**src/rtl/fetch_queue.sv**
```systemverilog
// fetch_queue: instruction fetch stage with a DEPTH-entry prefetch buffer.
// Issues word-addressed imem requests, buffers {ir, npc} pairs for decode,
// absorbs EX/MEM redirects and stops fetching after a HLT is enqueued.
// Optional: define FETCH_QUEUE_PERF_EN to add the perf_flush_cnt output.
module fetch_queue #(
    parameter int unsigned DEPTH = 4,
    parameter int unsigned AW    = 10
) (
    input  logic          clk1,
    input  logic          rst,
    output logic          imem_req,
    output logic [AW-1:0] imem_addr,
    input  logic [31:0]   imem_rdata,
    input  logic          redirect,
    input  logic [31:0]   redirect_pc,
    output logic          id_valid,
    input  logic          id_ready,
    output logic [31:0]   id_ir,
    output logic [31:0]   id_npc,
    output logic          halted
`ifdef FETCH_QUEUE_PERF_EN
    ,
    output logic [15:0]   perf_flush_cnt
`endif
);

    localparam int unsigned PW = $clog2(DEPTH);
    localparam int unsigned CW = PW + 1;

    logic [31:0]   pc_q, pc_d;
    logic [PW-1:0] rd_ptr_q, rd_ptr_d;
    logic [PW-1:0] wr_ptr_q, wr_ptr_d;
    logic [CW-1:0] count_q, count_d;
    logic          inflight_q, inflight_d;
    logic [31:0]   infl_addr_q, infl_addr_d;
    logic          halt_seen_q, halt_seen_d;

    logic [31:0]   ir_mem_q  [DEPTH];
    logic [31:0]   npc_mem_q [DEPTH];

    logic          req_c;
    logic [AW-1:0] addr_c;
    logic          push_c;
    logic          pop_c;
    logic          is_hlt_c;
    logic [31:0]   push_npc_c;
    logic [CW-1:0] occupancy_c;

    // Next-state logic: redirect overrides request, response, pop and halt.
    always_comb begin
        pc_d        = pc_q;
        rd_ptr_d    = rd_ptr_q;
        wr_ptr_d    = wr_ptr_q;
        count_d     = count_q;
        inflight_d  = inflight_q;
        infl_addr_d = infl_addr_q;
        halt_seen_d = halt_seen_q;
        req_c       = 1'b0;
        addr_c      = pc_q[AW-1:0];
        push_c      = 1'b0;
        pop_c       = 1'b0;
        push_npc_c  = infl_addr_q + 32'd1;
        is_hlt_c    = ({imem_rdata[30], imem_rdata[14:12], imem_rdata[6:4]} == 7'b0111111);
        occupancy_c = count_q + CW'(inflight_q);

        if (redirect) begin
            req_c       = 1'b1;
            addr_c      = redirect_pc[AW-1:0];
            pc_d        = redirect_pc + 32'd1;
            inflight_d  = 1'b1;
            infl_addr_d = redirect_pc;
            count_d     = '0;
            rd_ptr_d    = '0;
            wr_ptr_d    = '0;
            halt_seen_d = 1'b0;
        end else begin
            push_c = inflight_q;
            pop_c  = (count_q != '0) && id_ready;

            if (!halt_seen_q && (occupancy_c < CW'(DEPTH))) begin
                req_c       = 1'b1;
                pc_d        = pc_q + 32'd1;
                inflight_d  = 1'b1;
                infl_addr_d = pc_q;
            end else begin
                inflight_d  = 1'b0;
            end

            // A HLT being enqueued kills the request issued alongside it.
            if (push_c && is_hlt_c) begin
                halt_seen_d = 1'b1;
                inflight_d  = 1'b0;
            end

            if (push_c) wr_ptr_d = wr_ptr_q + PW'(1);
            if (pop_c)  rd_ptr_d = rd_ptr_q + PW'(1);
            count_d = count_q + CW'(push_c) - CW'(pop_c);
        end
    end

    // Control state registers with asynchronous reset.
    always_ff @(posedge clk1 or posedge rst) begin
        if (rst) begin
            pc_q        <= '0;
            rd_ptr_q    <= '0;
            wr_ptr_q    <= '0;
            count_q     <= '0;
            inflight_q  <= 1'b0;
            infl_addr_q <= '0;
            halt_seen_q <= 1'b0;
        end else begin
            pc_q        <= pc_d;
            rd_ptr_q    <= rd_ptr_d;
            wr_ptr_q    <= wr_ptr_d;
            count_q     <= count_d;
            inflight_q  <= inflight_d;
            infl_addr_q <= infl_addr_d;
            halt_seen_q <= halt_seen_d;
        end
    end

    // Queue storage; contents are only visible while count is non-zero.
    always_ff @(posedge clk1) begin
        if (push_c) begin
            ir_mem_q[wr_ptr_q]  <= imem_rdata;
            npc_mem_q[wr_ptr_q] <= push_npc_c;
        end
    end

`ifdef FETCH_QUEUE_PERF_EN
    logic [15:0] perf_q, perf_d;

    // Saturating redirect counter.
    always_comb begin
        perf_d = perf_q;
        if (redirect && (perf_q != 16'hFFFF)) perf_d = perf_q + 16'd1;
    end

    // Counter register with asynchronous reset.
    always_ff @(posedge clk1 or posedge rst) begin
        if (rst) perf_q <= '0;
        else     perf_q <= perf_d;
    end

    assign perf_flush_cnt = perf_q;
`endif

    assign imem_req  = req_c && !rst;
    assign imem_addr = addr_c;
    assign id_valid  = (count_q != '0);
    assign id_ir     = id_valid ? ir_mem_q[rd_ptr_q]  : '0;
    assign id_npc    = id_valid ? npc_mem_q[rd_ptr_q] : '0;
    assign halted    = halt_seen_q;

endmodule
```
**config.mk**
```make
export PLATFORM = sky130hd
export DESIGN_NAME = fetch_queue
export DESIGN_NICKNAME = d
export VERILOG_FILES = /design/src/rtl/fetch_queue.sv
export SDC_FILE = /design/constraint.sdc
export NUM_CORES = 1
export LEC_CHECK = 0
export CORE_AREA = 2 2 203 205
export CTS_BUF_LIST = sky130_fd_sc_hd__clkbuf_8 sky130_fd_sc_hd__clkbuf_16
export CTS_CLUSTER_SIZE = 40
export DETAILED_ROUTE_END_ITERATION = 12
export DIE_AREA = 0 0 205 207
export RECOVER_POWER = 100
export REMOVE_ABC_BUFFERS = 1
export SLEW_MARGIN = 30
export SYNTH_ARGS = -nofsm -noshare
export SYNTH_HDL_FRONTEND = slang
export SYNTH_SLANG_ARGS = --single-unit
```
**constraint.sdc**
```tcl
create_clock -name clk1 -period 5.45 [get_ports clk1]
set_clock_uncertainty 0.1 [all_clocks]
set_input_delay 1.09 -clock clk1 [delete_from_list [all_inputs] [get_ports clk1]]
set_output_delay 1.09 -clock clk1 [all_outputs]
set_load 0.05 [all_outputs]
```
## After elaboration in Yosys (flattened, before gate mapping)

Memories as Yosys holds them, arrays and structs flattened.
Index checks and enable logic that the tools add are counted.

- Add/subtract/negate cells: 7
- Multiply operators: 0
- Div/mod/pow operators: 0
- $lt $le $gt $ge: 1
- Equal/unequal tests: 1
- Shifts and indexed selects: 0
- Mux-type cells: 21
- Bitwise gates (word level): 0
- Reductions and logical operators: 11

Operator list:

| kind | count |
|---|---|
| $mux 32 | 6 |
| $add 32x1->32 const B | 3 |
| $mux 10 | 1 |
| $mux 1 | 9 |
| $mux 2 | 4 |
| $reduce_bool 2->1 | 4 |
| $eq 7x6->1 const B | 1 |
| $add 2x1->2 const B | 2 |
| $logic_and 1x1->1 | 4 |
| $add 3x1->3 | 1 |
| $lt 3x3->1 const B | 1 |
| $mux 3 | 1 |
| $reduce_bool 3->1 | 1 |
| $sub 3x1->3 | 1 |
| $logic_not 1->1 | 2 |

- Flip-flop bits (word level): 73
- Bits in latches: 0
- Bits in writable memories: 256
- ROM bits: 0
- Input bits: 68
- Output and inout bits: 77
- Memories: 2

Memories:

| name | depth | width | rd ports | clocked after memory_dff | write ports | RTL line | RTL |
|---|---|---|---|---|---|---|---|
| ir_mem_q | 4 | 32 | 1 | 0 | 1 | 38 | `logic [31:0] ir_mem_q [DEPTH];` |
| npc_mem_q | 4 | 32 | 1 | 0 | 1 | 39 | `logic [31:0] npc_mem_q [DEPTH];` |

## Longest topological paths before layout

- Depth in word-level cells: 6
- Depth in mapped cells: 11

## Worst setup path after synthesis

Ideal clock, no wire load.

- Path kind: input -> register
- From: input port redirect
- To: memory ir_mem_q[0][0] (enable)
- Library setup time: 0.429 ns
- Arrival time: 3.402 ns
- Required time: 4.921 ns
- Path slack: 1.519 ns
- Stages on the path: 6
- Buffers on the path: 4
- Path through: buf_6 -> buf_2 -> buf_2 -> buf_2 -> nor2b_1 -> and2_1

- Longest elaborated chain between the ends: 3

Ends and longest elaborated chain:

| element | RTL line | RTL |
|---|---|---|
| from (decl) | 14 | `input logic redirect,` |
| $mux 1 | 66 | `if (redirect) begin` |
| $mux 1 | 124 | `if (push_c) begin` |
| $mux 1 (implied by the code) | 125 | `ir_mem_q[wr_ptr_q] <= imem_rdata;` |
| to (decl) | 38 |  |

Every way passes these cells.

## Final worst setup path

- From: register rd_ptr_q[0]
- To: output port id_ir[11]

- Longest elaborated chain between the ends: 2

Ends and longest elaborated chain:

| element | RTL line | RTL |
|---|---|---|
| from (decl) | 31 | `logic [PW-1:0] rd_ptr_q, rd_ptr_d;` |
| from (signal assigned) | 113 | `rd_ptr_q <= rd_ptr_d;` |
| $mem_v2 4x32 | n/a |  |
| $mux 32 | 151 | `assign id_ir = id_valid ? ir_mem_q[rd_ptr_q] : '0;` |
| to (decl) | 18 | `output logic [31:0] id_ir,` |

Every way passes these cells.

==> results.py <==
metrics = {
    "outcome": {
        "status": "finished, violations left",
        "violations": "capacitance limit, slew limit",
    },
    "clocking": {
        "clock_sinks": 329,
        "ctsResizeCount": 0,
        "root_buffer": "clkbuf_16",
        "clock_path_buffers": 3,
        "clk_pin_slew_ns": 0.06,
        "htreeDepth": 2,
        "cts_tree": "built",
        "cts_made_buffers": 37,
        "ctsHoldBuffers": 0,
        "cts_setup_buffers": 0,
        "clk_latency_ns": 0.51,
    },
    "timing": {
        "drv_slew": 208,
        "final.setup.worst_slack_ns": 0.857,
        "rsz0062_at_grt": "no",
        "slew-limit-headroom_pct": -52.4,
        "tns_ns": 0,
        "worst_pin_slew_ns": 2.27,
        "fin_crit_sh_pct": 84.3,
        "hold_violations": 0,
        "setup_viol": 0,
        "period_needed_ns": 4.59,
        "timing.fmax_mhz": 218,
    },
    "synthesis": {
        "synth.distinct_cells": 57,
        "yosysSeqAreaShare_pct": 64.9,
        "avgSynthCellArea_um2": 14.9,
        "yosysWarnings": 0,
        "synth-main-ff-cell": "edfxtp_1",
        "yosys_register_bits": 329,
        "netlist_instances": 987,
        "synth_edf_count": 256,
        "synthArstFlopShare_pct": 22.2,
        "synth_area_um2": 14700,
    },
    "global_routing": {
        "overflow": 0,
        "grt_pass1_vias": 8715,
        "antenna_found_initial": 0,
        "grt_max_degree": 51,
        "grt_pass1_wl_um": 50300,
        "grtUsageTotal_pct": 15.4,
    },
    "critical_path": {
        "cp_max_fo": 27,
        "r2r-start": "inflight_q",
        "cp-endpoint": "id_ir[11]",
        "critPathArrivalTime_ns": 3.40,
        "r2r_end": "infl_addr_q[1]",
        "r2r_slack_ns": 1.15,
        "reg2regPathDepth": 7,
        "path_class": "reg2out",
        "cp.required_ns": 4.26,
        "end_kind": "output pin",
        "critPathLaunchType": "flop",
        "crit_path_start": "rd_ptr_q[0]",
    },
    "placed_design": {
        "post-place-ws_ns": 1.38,
        "finalWeightedCongestion": 0.784,
        "dp_hpwl_um": 21200,
        "place_area_um2": 16700,
        "io_buffer_count": 144,
        "post-place-cells": 1624,
    },
    "floorplanning": {
        "io_pins": 145,
        "core_um2": 40400,
        "die_h_um": 207,
        "start_util_pct": 36.3,
        "die_area_um2": 42400,
        "rows": 74,
        "die_w_um": 205,
    },
    "min_path": {
        "min-delay-start": "pc_q[5]",
        "hp-class": "reg2reg",
    },
    "route": {
        "dr.pass1.iters": 5,
        "wirelength_um": 32200,
        "final_antenna_net_count": 0,
        "vias_per_cell": 5.02,
        "drc": 0,
        "vias": 8467,
        "dr.first_iter.drc_count": 531,
        "wl_per_cell_um": 19.1,
    },
    "job": {
        "drv_cap": 7,
    },
    "final_layout": {
        "final_nets": 1210,
        "diodes": 0,
        "fin_cells": 1687,
        "drive_gt1_share_pct": 11.8,
        "area_delta_synth_final_pct": 21.1,
        "fill_cells": 3688,
        "fin_area_um2": 17800,
    },
    "power": {
        "peakVddDrop_v": 0.000221,
        "powerDensity_nw_per_um2": 557,
        "power_uw": 9900,
        "p_leak_uw": 0.00635,
    },
}
## logic make-up after synthesis
family / count (synthesis) / synth area share [%]
DFF: 329 / 64.9
and+or+nand+nor: 310 / 11.2
muxes: 109 / 12.9
xor gates and xnor gates: 80 / 4.78
AOI/OAI and AO/OA: 76 / 3.03
buffers and inverters: 73 / 2.35
adders and majority gates: 10 / 0.853
## routing by layer
| layer | wire length [µm] | vias to the layer above | global-route usage, % |
|---|---|---|---|
| met1 | 14800 | 4261 | 21.4 |
| li1 | - | 3962 | - |
| met2 | 15400 | 193 | 25.1 |
| met4 | 650 | 0 | 4.12 |
| met3 | 1390 | 51 | 2.53 |
| met5 | 0 | - | 0 |
## synthesized netlist by cell type (2+ instances only)
| master | number | area, µm² |
|---|---|---|
| a21boi_0 | 2 | 15.0 |
| a21oi_1 | 23 | 115 |
| a22oi_1 | 2 | 15.0 |
| and2_1 | 70 | 438 |
| and3_1 | 7 | 43.8 |
| and3b_1 | 2 | 17.5 |
| and4_1 | 4 | 35.0 |
| buf_1 | 9 | 33.8 |
| buf_2 | 11 | 55.1 |
| buf_4 | 10 | 75.1 |
| buf_6 | 2 | 22.5 |
| clkbuf_1 | 25 | 93.8 |
| dfrtp_1 | 73 | 1830 |
| edfxtp_1 | 256 | 7690 |
| ha_1 | 10 | 125 |
| inv_1 | 15 | 56.3 |
| mux2_2 | 6 | 67.6 |
| mux2i_1 | 39 | 390 |
| mux4_2 | 64 | 1440 |
| nand2_1 | 72 | 270 |
| nand2b_1 | 7 | 43.8 |
| nand3_1 | 32 | 160 |
| nand3b_1 | 6 | 45.0 |
| nand4_1 | 16 | 100 |
| nand4_2 | 2 | 25.0 |
| nand4b_1 | 5 | 43.8 |
| nor2_1 | 66 | 248 |
| nor3_1 | 4 | 20.0 |
| nor3_2 | 2 | 20.0 |
| nor4_1 | 4 | 25.0 |
| o21ai_0 | 32 | 160 |
| o21bai_1 | 2 | 15.0 |
| o22ai_1 | 3 | 18.8 |
| or2_2 | 2 | 12.5 |
| or3_1 | 2 | 12.5 |
| xnor2_1 | 46 | 403 |
| xor2_1 | 34 | 298 |
## layout by cell type, fill, tap and decap left out, types with 4 or more instances in the layout
cell and n:
clkbuf_1 12, nand4b_1 5, dlygate4sd3_1 108, bufinv_16 4, mux2_2 5, mux2i_1 39
mux4_2 64, nor3_1 4, nand2b_1 7, ha_1 10, inv_1 27, nor2_1 66
clkbuf_16 37, o21ai_0 33, nor4_1 4, nand3_1 32, and2_1 64, nand4_1 16
a21oi_1 23, nand3b_1 6, xnor2_1 46, and4_1 4, buf_4 6, xor2_1 34
clkdlybuf4s50_1 35, nand2_1 72, and3_1 7, edfxtp_1 256, dfrtp_1 71, and2_0 7
## how the worst min path moves through the flow
| stage | endpoint | slack, ns | cells after the start |
|---|---|---|---|
| CTS | pc_q[5] | 0.42 | 2 |
| detailed placement | pc_q[5] | 0.41 | 2 |
| global route | pc_q[3] | 0.47 | 2 |
| global placement | pc_q[5] | 0.39 | 2 |
| floorplan | pc_q[5] | 0.37 | 2 |
| finish | pc_q[5] | 0.42 | 2 |
## stage by stage
step	hold WS [ns]	utilization (%)
3_5_place_dp	0.412	41.3
3_3_place_gp	0.393	41.3
6_report	0.422	44.0
4_1_cts	0.424	44.1
5_1_grt	0.466	44.0
2_1_floorplan	0.368	-
## critical path, cell delays in order, from the launching register on
cell	delay (ns)
dfrtp_2	0.99
buf_4	0.41
mux4_2	0.54
and2_1	0.17
dlygate4sd3_1	0.75
## layout make-up
cell class	instances	area, µm²	area share (%)
sequential	329	9520	53.6
multi-input combinational	585	4810	27.1
timing repair buffer	164	1570	8.82
clock buffer	39	953	5.37
tap	532	666	3.75
clock inverter	23	195	1.10
inverter	15	57.6	0.324
## sequential cells by signal, indices dropped and copies added, names as in the netlist
| register | cells |
|---|---|
| inflight_q | 1 |
| pc_q | 32 |
| rd_ptr_q | 2 |
| infl_addr_q | 32 |
| halted | 1 |
| count_q | 3 |
| ir_mem_q | 128 |
| npc_mem_q | 128 |
| wr_ptr_q | 2 |
## report_power, final
part	leakage (µW)	internal, µW	total [µW]	switching, µW
Sequential	0.00322	3410	3730	321
Combinational	0.00252	1340	3800	2460
Clock	0.000613	1440	2370	932
Total	0.00635	6190	9900	3710
(Power assumes the default switching activity.)
